## config.mk

```make
export PLATFORM = sky130hd
export DESIGN_NAME = apb4_cmd_master
export DESIGN_NICKNAME = d
export VERILOG_FILES = /design/src/rtl/apb4_cmd_master_pkg.sv /design/src/rtl/apb4_cmd_master.sv
export SDC_FILE = /design/constraint.sdc
export NUM_CORES = 1
export LEC_CHECK = 0
export BUFFER_PORTS_ARGS = -buffer_cell sky130_fd_sc_hd__buf_2
export CAP_MARGIN = 25
export CORE_ASPECT_RATIO = 1.75
export CORE_MARGIN = 4
export CORE_UTILIZATION = 30
export DETAILED_ROUTE_END_ITERATION = 6
export PLACE_DENSITY_LB_ADDON = 0.2
export REMOVE_ABC_BUFFERS = 1
export SETUP_SLACK_MARGIN = 0.3
export SYNTH_ARGS = -nofsm -noshare
export SYNTH_HDL_FRONTEND = slang
export SYNTH_SLANG_ARGS = --single-unit
```

## constraint.sdc

```tcl
create_clock -name clk_i -period 4.7 [get_ports clk_i]
set_input_delay 0.94 -clock clk_i [delete_from_list [all_inputs] [get_ports clk_i]]
set_output_delay 0.94 -clock clk_i [all_outputs]
set_load 0.02 [all_outputs]
```

## src/rtl/apb4_cmd_master_pkg.sv

```systemverilog
// Shared types for the APB4 command master: FSM encoding and the canonical
// 32-bit command/response transaction views.
package apb4_cmd_master_pkg;

    localparam int APB_ADDR_W = 32;
    localparam int APB_DATA_W = 32;
    localparam int APB_STRB_W = APB_DATA_W / 8;

    typedef enum logic [1:0] {
        IDLE   = 2'd0,
        SETUP  = 2'd1,
        ACCESS = 2'd2,
        RESP   = 2'd3
    } state_t;

    typedef struct packed {
        logic [APB_ADDR_W-1:0] addr;
        logic                  write;
        logic [APB_DATA_W-1:0] wdata;
        logic [APB_STRB_W-1:0] strb;
        logic [2:0]            prot;
    } cmd_t;

    typedef struct packed {
        logic [APB_DATA_W-1:0] rdata;
        logic                  err;
        logic                  timeout;
    } rsp_t;

endpackage

```

## src/rtl/apb4_cmd_master.sv

```systemverilog
// Single-outstanding APB4 requester: one command in, one SETUP/ACCESS transfer,
// one response out, with a PREADY watchdog so a hung slave cannot stall the fabric.
module apb4_cmd_master
    import apb4_cmd_master_pkg::*;
#(
    parameter int ADDR_WIDTH     = APB_ADDR_W,
    parameter int DATA_WIDTH     = APB_DATA_W,
    parameter int TIMEOUT_CYCLES = 255
) (
    input  logic                    clk_i,
    input  logic                    rst_i,
    input  logic                    cmd_valid_i,
    output logic                    cmd_ready_o,
    input  logic [ADDR_WIDTH-1:0]   cmd_addr_i,
    input  logic                    cmd_write_i,
    input  logic [DATA_WIDTH-1:0]   cmd_wdata_i,
    input  logic [DATA_WIDTH/8-1:0] cmd_strb_i,
    input  logic [2:0]              cmd_prot_i,
    output logic                    rsp_valid_o,
    input  logic                    rsp_ready_i,
    output logic [DATA_WIDTH-1:0]   rsp_rdata_o,
    output logic                    rsp_err_o,
    output logic                    rsp_timeout_o,
    output logic [ADDR_WIDTH-1:0]   paddr_o,
    output logic [2:0]              pprot_o,
    output logic                    psel_o,
    output logic                    penable_o,
    output logic                    pwrite_o,
    output logic [DATA_WIDTH-1:0]   pwdata_o,
    output logic [DATA_WIDTH/8-1:0] pstrb_o,
    input  logic                    pready_i,
    input  logic [DATA_WIDTH-1:0]   prdata_i,
    input  logic                    pslverr_i
);

    localparam int STRB_W = DATA_WIDTH / 8;
    localparam bit TO_EN  = (TIMEOUT_CYCLES > 0);
    // A one-bit counter keeps the datapath legal when the watchdog is disabled.
    localparam int CNT_W  = TO_EN ? $clog2(TIMEOUT_CYCLES + 1) : 1;
    localparam logic [CNT_W-1:0] CNT_LAST = TO_EN ? CNT_W'(TIMEOUT_CYCLES - 1) : {CNT_W{1'b0}};
    localparam logic [CNT_W-1:0] CNT_MAX  = {CNT_W{1'b1}};

    state_t                r_state;
    logic [CNT_W-1:0]      r_cnt;
    logic [ADDR_WIDTH-1:0] r_paddr;
    logic [2:0]            r_pprot;
    logic                  r_psel;
    logic                  r_penable;
    logic                  r_pwrite;
    logic [DATA_WIDTH-1:0] r_pwdata;
    logic [STRB_W-1:0]     r_pstrb;
    logic                  r_rsp_valid;
    logic [DATA_WIDTH-1:0] r_rsp_rdata;
    logic                  r_rsp_err;
    logic                  r_rsp_timeout;

    logic                  w_expired;

    assign w_expired = TO_EN && (r_cnt == CNT_LAST);

    // Transfer sequencer: command latch, APB phase control, watchdog and response hold.
    always_ff @(posedge clk_i or posedge rst_i) begin
        if (rst_i) begin
            r_state       <= IDLE;
            r_cnt         <= {CNT_W{1'b0}};
            r_paddr       <= {ADDR_WIDTH{1'b0}};
            r_pprot       <= 3'b000;
            r_psel        <= 1'b0;
            r_penable     <= 1'b0;
            r_pwrite      <= 1'b0;
            r_pwdata      <= {DATA_WIDTH{1'b0}};
            r_pstrb       <= {STRB_W{1'b0}};
            r_rsp_valid   <= 1'b0;
            r_rsp_rdata   <= {DATA_WIDTH{1'b0}};
            r_rsp_err     <= 1'b0;
            r_rsp_timeout <= 1'b0;
        end else begin
            case (r_state)
                IDLE: begin
                    if (cmd_valid_i) begin
                        r_paddr   <= cmd_addr_i;
                        r_pprot   <= cmd_prot_i;
                        r_pwrite  <= cmd_write_i;
                        r_pwdata  <= cmd_wdata_i;
                        r_pstrb   <= cmd_write_i ? cmd_strb_i : {STRB_W{1'b0}};
                        r_psel    <= 1'b1;
                        r_penable <= 1'b0;
                        r_state   <= SETUP;
                    end
                end
                SETUP: begin
                    r_penable <= 1'b1;
                    r_cnt     <= {CNT_W{1'b0}};
                    r_state   <= ACCESS;
                end
                ACCESS: begin
                    if (pready_i) begin
                        r_rsp_rdata   <= r_pwrite ? {DATA_WIDTH{1'b0}} : prdata_i;
                        r_rsp_err     <= pslverr_i;
                        r_rsp_timeout <= 1'b0;
                        r_psel        <= 1'b0;
                        r_penable     <= 1'b0;
                        r_rsp_valid   <= 1'b1;
                        r_state       <= RESP;
                    end else if (w_expired) begin
                        r_rsp_rdata   <= {DATA_WIDTH{1'b0}};
                        r_rsp_err     <= 1'b1;
                        r_rsp_timeout <= 1'b1;
                        r_psel        <= 1'b0;
                        r_penable     <= 1'b0;
                        r_rsp_valid   <= 1'b1;
                        r_state       <= RESP;
                    end else if (r_cnt != CNT_MAX) begin
                        r_cnt <= r_cnt + CNT_W'(1);
                    end
                end
                RESP: begin
                    if (rsp_ready_i) begin
                        r_rsp_valid <= 1'b0;
                        r_state     <= IDLE;
                    end
                end
                default: begin
                    r_psel      <= 1'b0;
                    r_penable   <= 1'b0;
                    r_rsp_valid <= 1'b0;
                    r_state     <= IDLE;
                end
            endcase
        end
    end

    assign cmd_ready_o   = (r_state == IDLE);
    assign rsp_valid_o   = r_rsp_valid;
    assign rsp_rdata_o   = r_rsp_rdata;
    assign rsp_err_o     = r_rsp_err;
    assign rsp_timeout_o = r_rsp_timeout;
    assign paddr_o       = r_paddr;
    assign pprot_o       = r_pprot;
    assign psel_o        = r_psel;
    assign penable_o     = r_penable;
    assign pwrite_o      = r_pwrite;
    assign pwdata_o      = r_pwdata;
    assign pstrb_o       = r_pstrb;

endmodule

```

==> flow_metrics.env <==
export IMPL_ys_seq_elements=119
export IMPL_gp_congestion=0.753
export IMPL_start_util_pct=30.6
export IMPL_htreeDepth=4
export IMPL_dp_hpwl_mm=8.93
export IMPL_yosys_area_top_type="dfrtp_1"
export IMPL_first_pass_iters=5
export IMPL_end_kind="primary output"
export IMPL_hold_buffers=0
export IMPL_die_h_um=174
export IMPL_clkSinkCount=119
export IMPL_wl_mm=12.2
export IMPL_io_pins=220
export IMPL_track_usage_pct=14.1
export IMPL_switching_power_w=0.00183
export IMPL_grt_start_max_net_pins=120
export IMPL_fin_tns_setup_ns=0
export IMPL_drive_gt1_share_pct=59.3
export IMPL_synth_area_sq_mm=0.00470
export IMPL_drt_iter0_markers=95
export IMPL_critPathLaunchType="flip-flop"
export IMPL_avgSynthCellArea_sq_um=14.4
export IMPL_power_density_mw_per_mm2=749
export IMPL_antenna_found_initial=0
export IMPL_synthTopCellsByArea="dfrtp_1, mux2_2, a22o_1"
export IMPL_antenna_left=0
export IMPL_min_path_type="flip-flop to flip-flop"
export IMPL_core_rowCount=60
export IMPL_slew_headroom_pct=50.2
export IMPL_cp_max_fo=5
export IMPL_setup_violations=0
export IMPL_ys_flop_type="dfrtp_1"
export IMPL_rsz0062_at_grt="false"
export IMPL_synth_top_area_share_pct=63.3
export IMPL_cts_tree="yes"
export IMPL_syn_to_final_growth_pct=40.7
export IMPL_slew_viol_final=0
export IMPL_fmax_mhz=420
export IMPL_clkPwrFrac_pct=26.9
export IMPL_grt_pass1_wl_mm=19.5
export IMPL_cts_root_buf="clkbuf_16"
export IMPL_post_route_min_period_ns=2.38
export IMPL_seqPwrFrac_pct=34.7
export IMPL_cellLeakagePower_nw=3.40
export IMPL_drc_errors=0
export IMPL_switching_share_pct=37.0
export IMPL_mostFrequentLayoutCells="buf_2, dfrtp_1, mux2_2"
export IMPL_coreArea_sq_mm=0.0154
export IMPL_die_area_sq_mm=0.0178
export IMPL_cts_buffers=17
export IMPL_vias=3517
export IMPL_tightest_slew_ns=0.747
export IMPL_cp_data_arrival_time_ns=1.44
export IMPL_die_w_um=103
export IMPL_fin_cells=751
export IMPL_wl_per_cell_um=16.3
export IMPL_postCtsResizedCells=0
export IMPL_layout_commonest_cell="buf_2"
export IMPL_synth_edf_count=0
export IMPL_hold_violations=0
export IMPL_clock_skew_ns=0.00924
export IMPL_clkTransAtPathRegs_ns=0.06
export IMPL_maxCapViolations=0
export IMPL_cts_buffer_depth=2
export IMPL_port_buffers=219
export IMPL_crit_required_ns=3.76
export IMPL_p_int_w=0.00312
export IMPL_yosysWarningCount=0
export IMPL_syn_inst=326
export IMPL_status="completed"
export IMPL_postSynth_asyncResetShare_pct=100
export IMPL_diodes=0
export IMPL_vias_per_cell=4.68
export IMPL_first_global_vias=3820
export IMPL_fin_nets=670
export IMPL_globalRouteOverflowTotal=0
export IMPL_vdd_drop_max_v=0.000275
export IMPL_yosysUniqueCellTypes=36
export IMPL_clock_latency_ns=0.40
export IMPL_p_comb_share_pct=38.5
export IMPL_fin_crit_sh_pct=50.6
export IMPL_place_inst=719
export IMPL_post_cts_buffers=0
export IMPL_seq_area_frac_synth_pct=63.3
export IMPL_crit_type="flip-flop to primary output"
## metrics by stage
| step | hold slack, ns | area [sq um] | util [%] | worst slack, ns | power, W |
|---|---|---|---|---|---|
| finish | 0.479 | 6620 | 43.0 | 2.32 | 0.00496 |
| global route | 0.502 | 6620 | 43.0 | 2.21 | 0.00526 |
| CTS | 0.488 | 6620 | 43.0 | 2.28 | 0.00505 |
| detailed placement | 0.476 | 6000 | 39.0 | 2.15 | 0.00368 |
| global placement | 0.458 | 6000 | 39.0 | 2.19 | 0.00363 |
| floorplan | 0.499 | 4630 | - | 0.603 | 0.00296 |
## cells by family after synthesis
kind of cell | synth area share [%]
and+or+nand+nor | 5.35
adders and majority gates | 2.13
buffers and inverters | 2.16
muxes | 16.8
DFF | 63.3
AOI/OAI and AO/OA | 10.3
## power groups by stage
| stage | clock [W] | sequential, W | combinational (W) |
|---|---|---|---|
| 6_report | 0.00133 | 0.00172 | 0.00191 |
| 3_5_place_dp | 0 | 0.00174 | 0.00194 |
| 4_1_cts | 0.00138 | 0.00173 | 0.00195 |
| 5_1_grt | 0.00142 | 0.00178 | 0.00206 |
| 2_1_floorplan | 0 | 0.00225 | 0.000719 |
| 3_3_place_gp | 0 | 0.00172 | 0.00191 |
## critical path, cell delays in order, from the launching register on
cell and delay (ns):
dfrtp_1 0.43, inv_1 0.13, ha_1 0.27, buf_2 0.21
## registers in the layout, indices dropped and copies added (netlist names), 2 cells and up
register	flops
paddr_o	32
pprot_o	3
pstrb_o	4
pwdata_o	32
r_cnt	8
r_state	2
rsp_rdata_o	32
## layer usage
metal / vias to the layer above / part of all wire [%] / GRT usage, %
met5: - / 0 / 0
met4: 0 / 3.5 / 7.50
li1: 1632 / - / -
met3: 25 / 7.4 / 4.27
met1: 1717 / 35 / 14.3
met2: 143 / 55 / 25.2
## Yosys cell counts (all sizes together) (2+ instances only)
library cell / instances
nand2: 12
ha: 8
inv: 7
a211o: 2
nand3: 10
or3: 2
clkbuf: 5
buf: 10
nor2: 6
dfrtp: 119
nor3: 3
a21oi: 6
and3: 5
o21ai: 10
a21o: 3
mux2: 70
a22o: 32
nor2b: 3
## worst paths after layout
check,from,endpoint,slack [ns],depth (start not counted)
max in group asynchronous,rst_i,rsp_rdata_o[1]$_DFFE_PP0P_,3.48,3
hold / removal,pstrb_o[2]$_DFFE_PP0P_,pstrb_o[2]$_DFFE_PP0P_,0.48,2
hold reg to reg,pstrb_o[2]$_DFFE_PP0P_,pstrb_o[2]$_DFFE_PP0P_,0.48,2
min in group asynchronous,rst_i,rsp_rdata_o[2]$_DFFE_PP0P_,0.66,3
setup / recovery,r_state[0]$_DFFE_PP0P_,cmd_ready_o,2.32,3
setup reg to reg,r_state[0]$_DFFE_PP0P_,paddr_o[27]$_DFFE_PP0P_,2.40,5
## area by class of cell
type                       count  area, sq um
clock buffer                  18          439
tap                          186          233
sequential                   119         2980
fill                        1492         8770
timing repair buffer         222         1130
multi-input combinational    185         1630
inverter                       7         28.8
clock inverter                14          175
(Power assumes the default switching activity.)
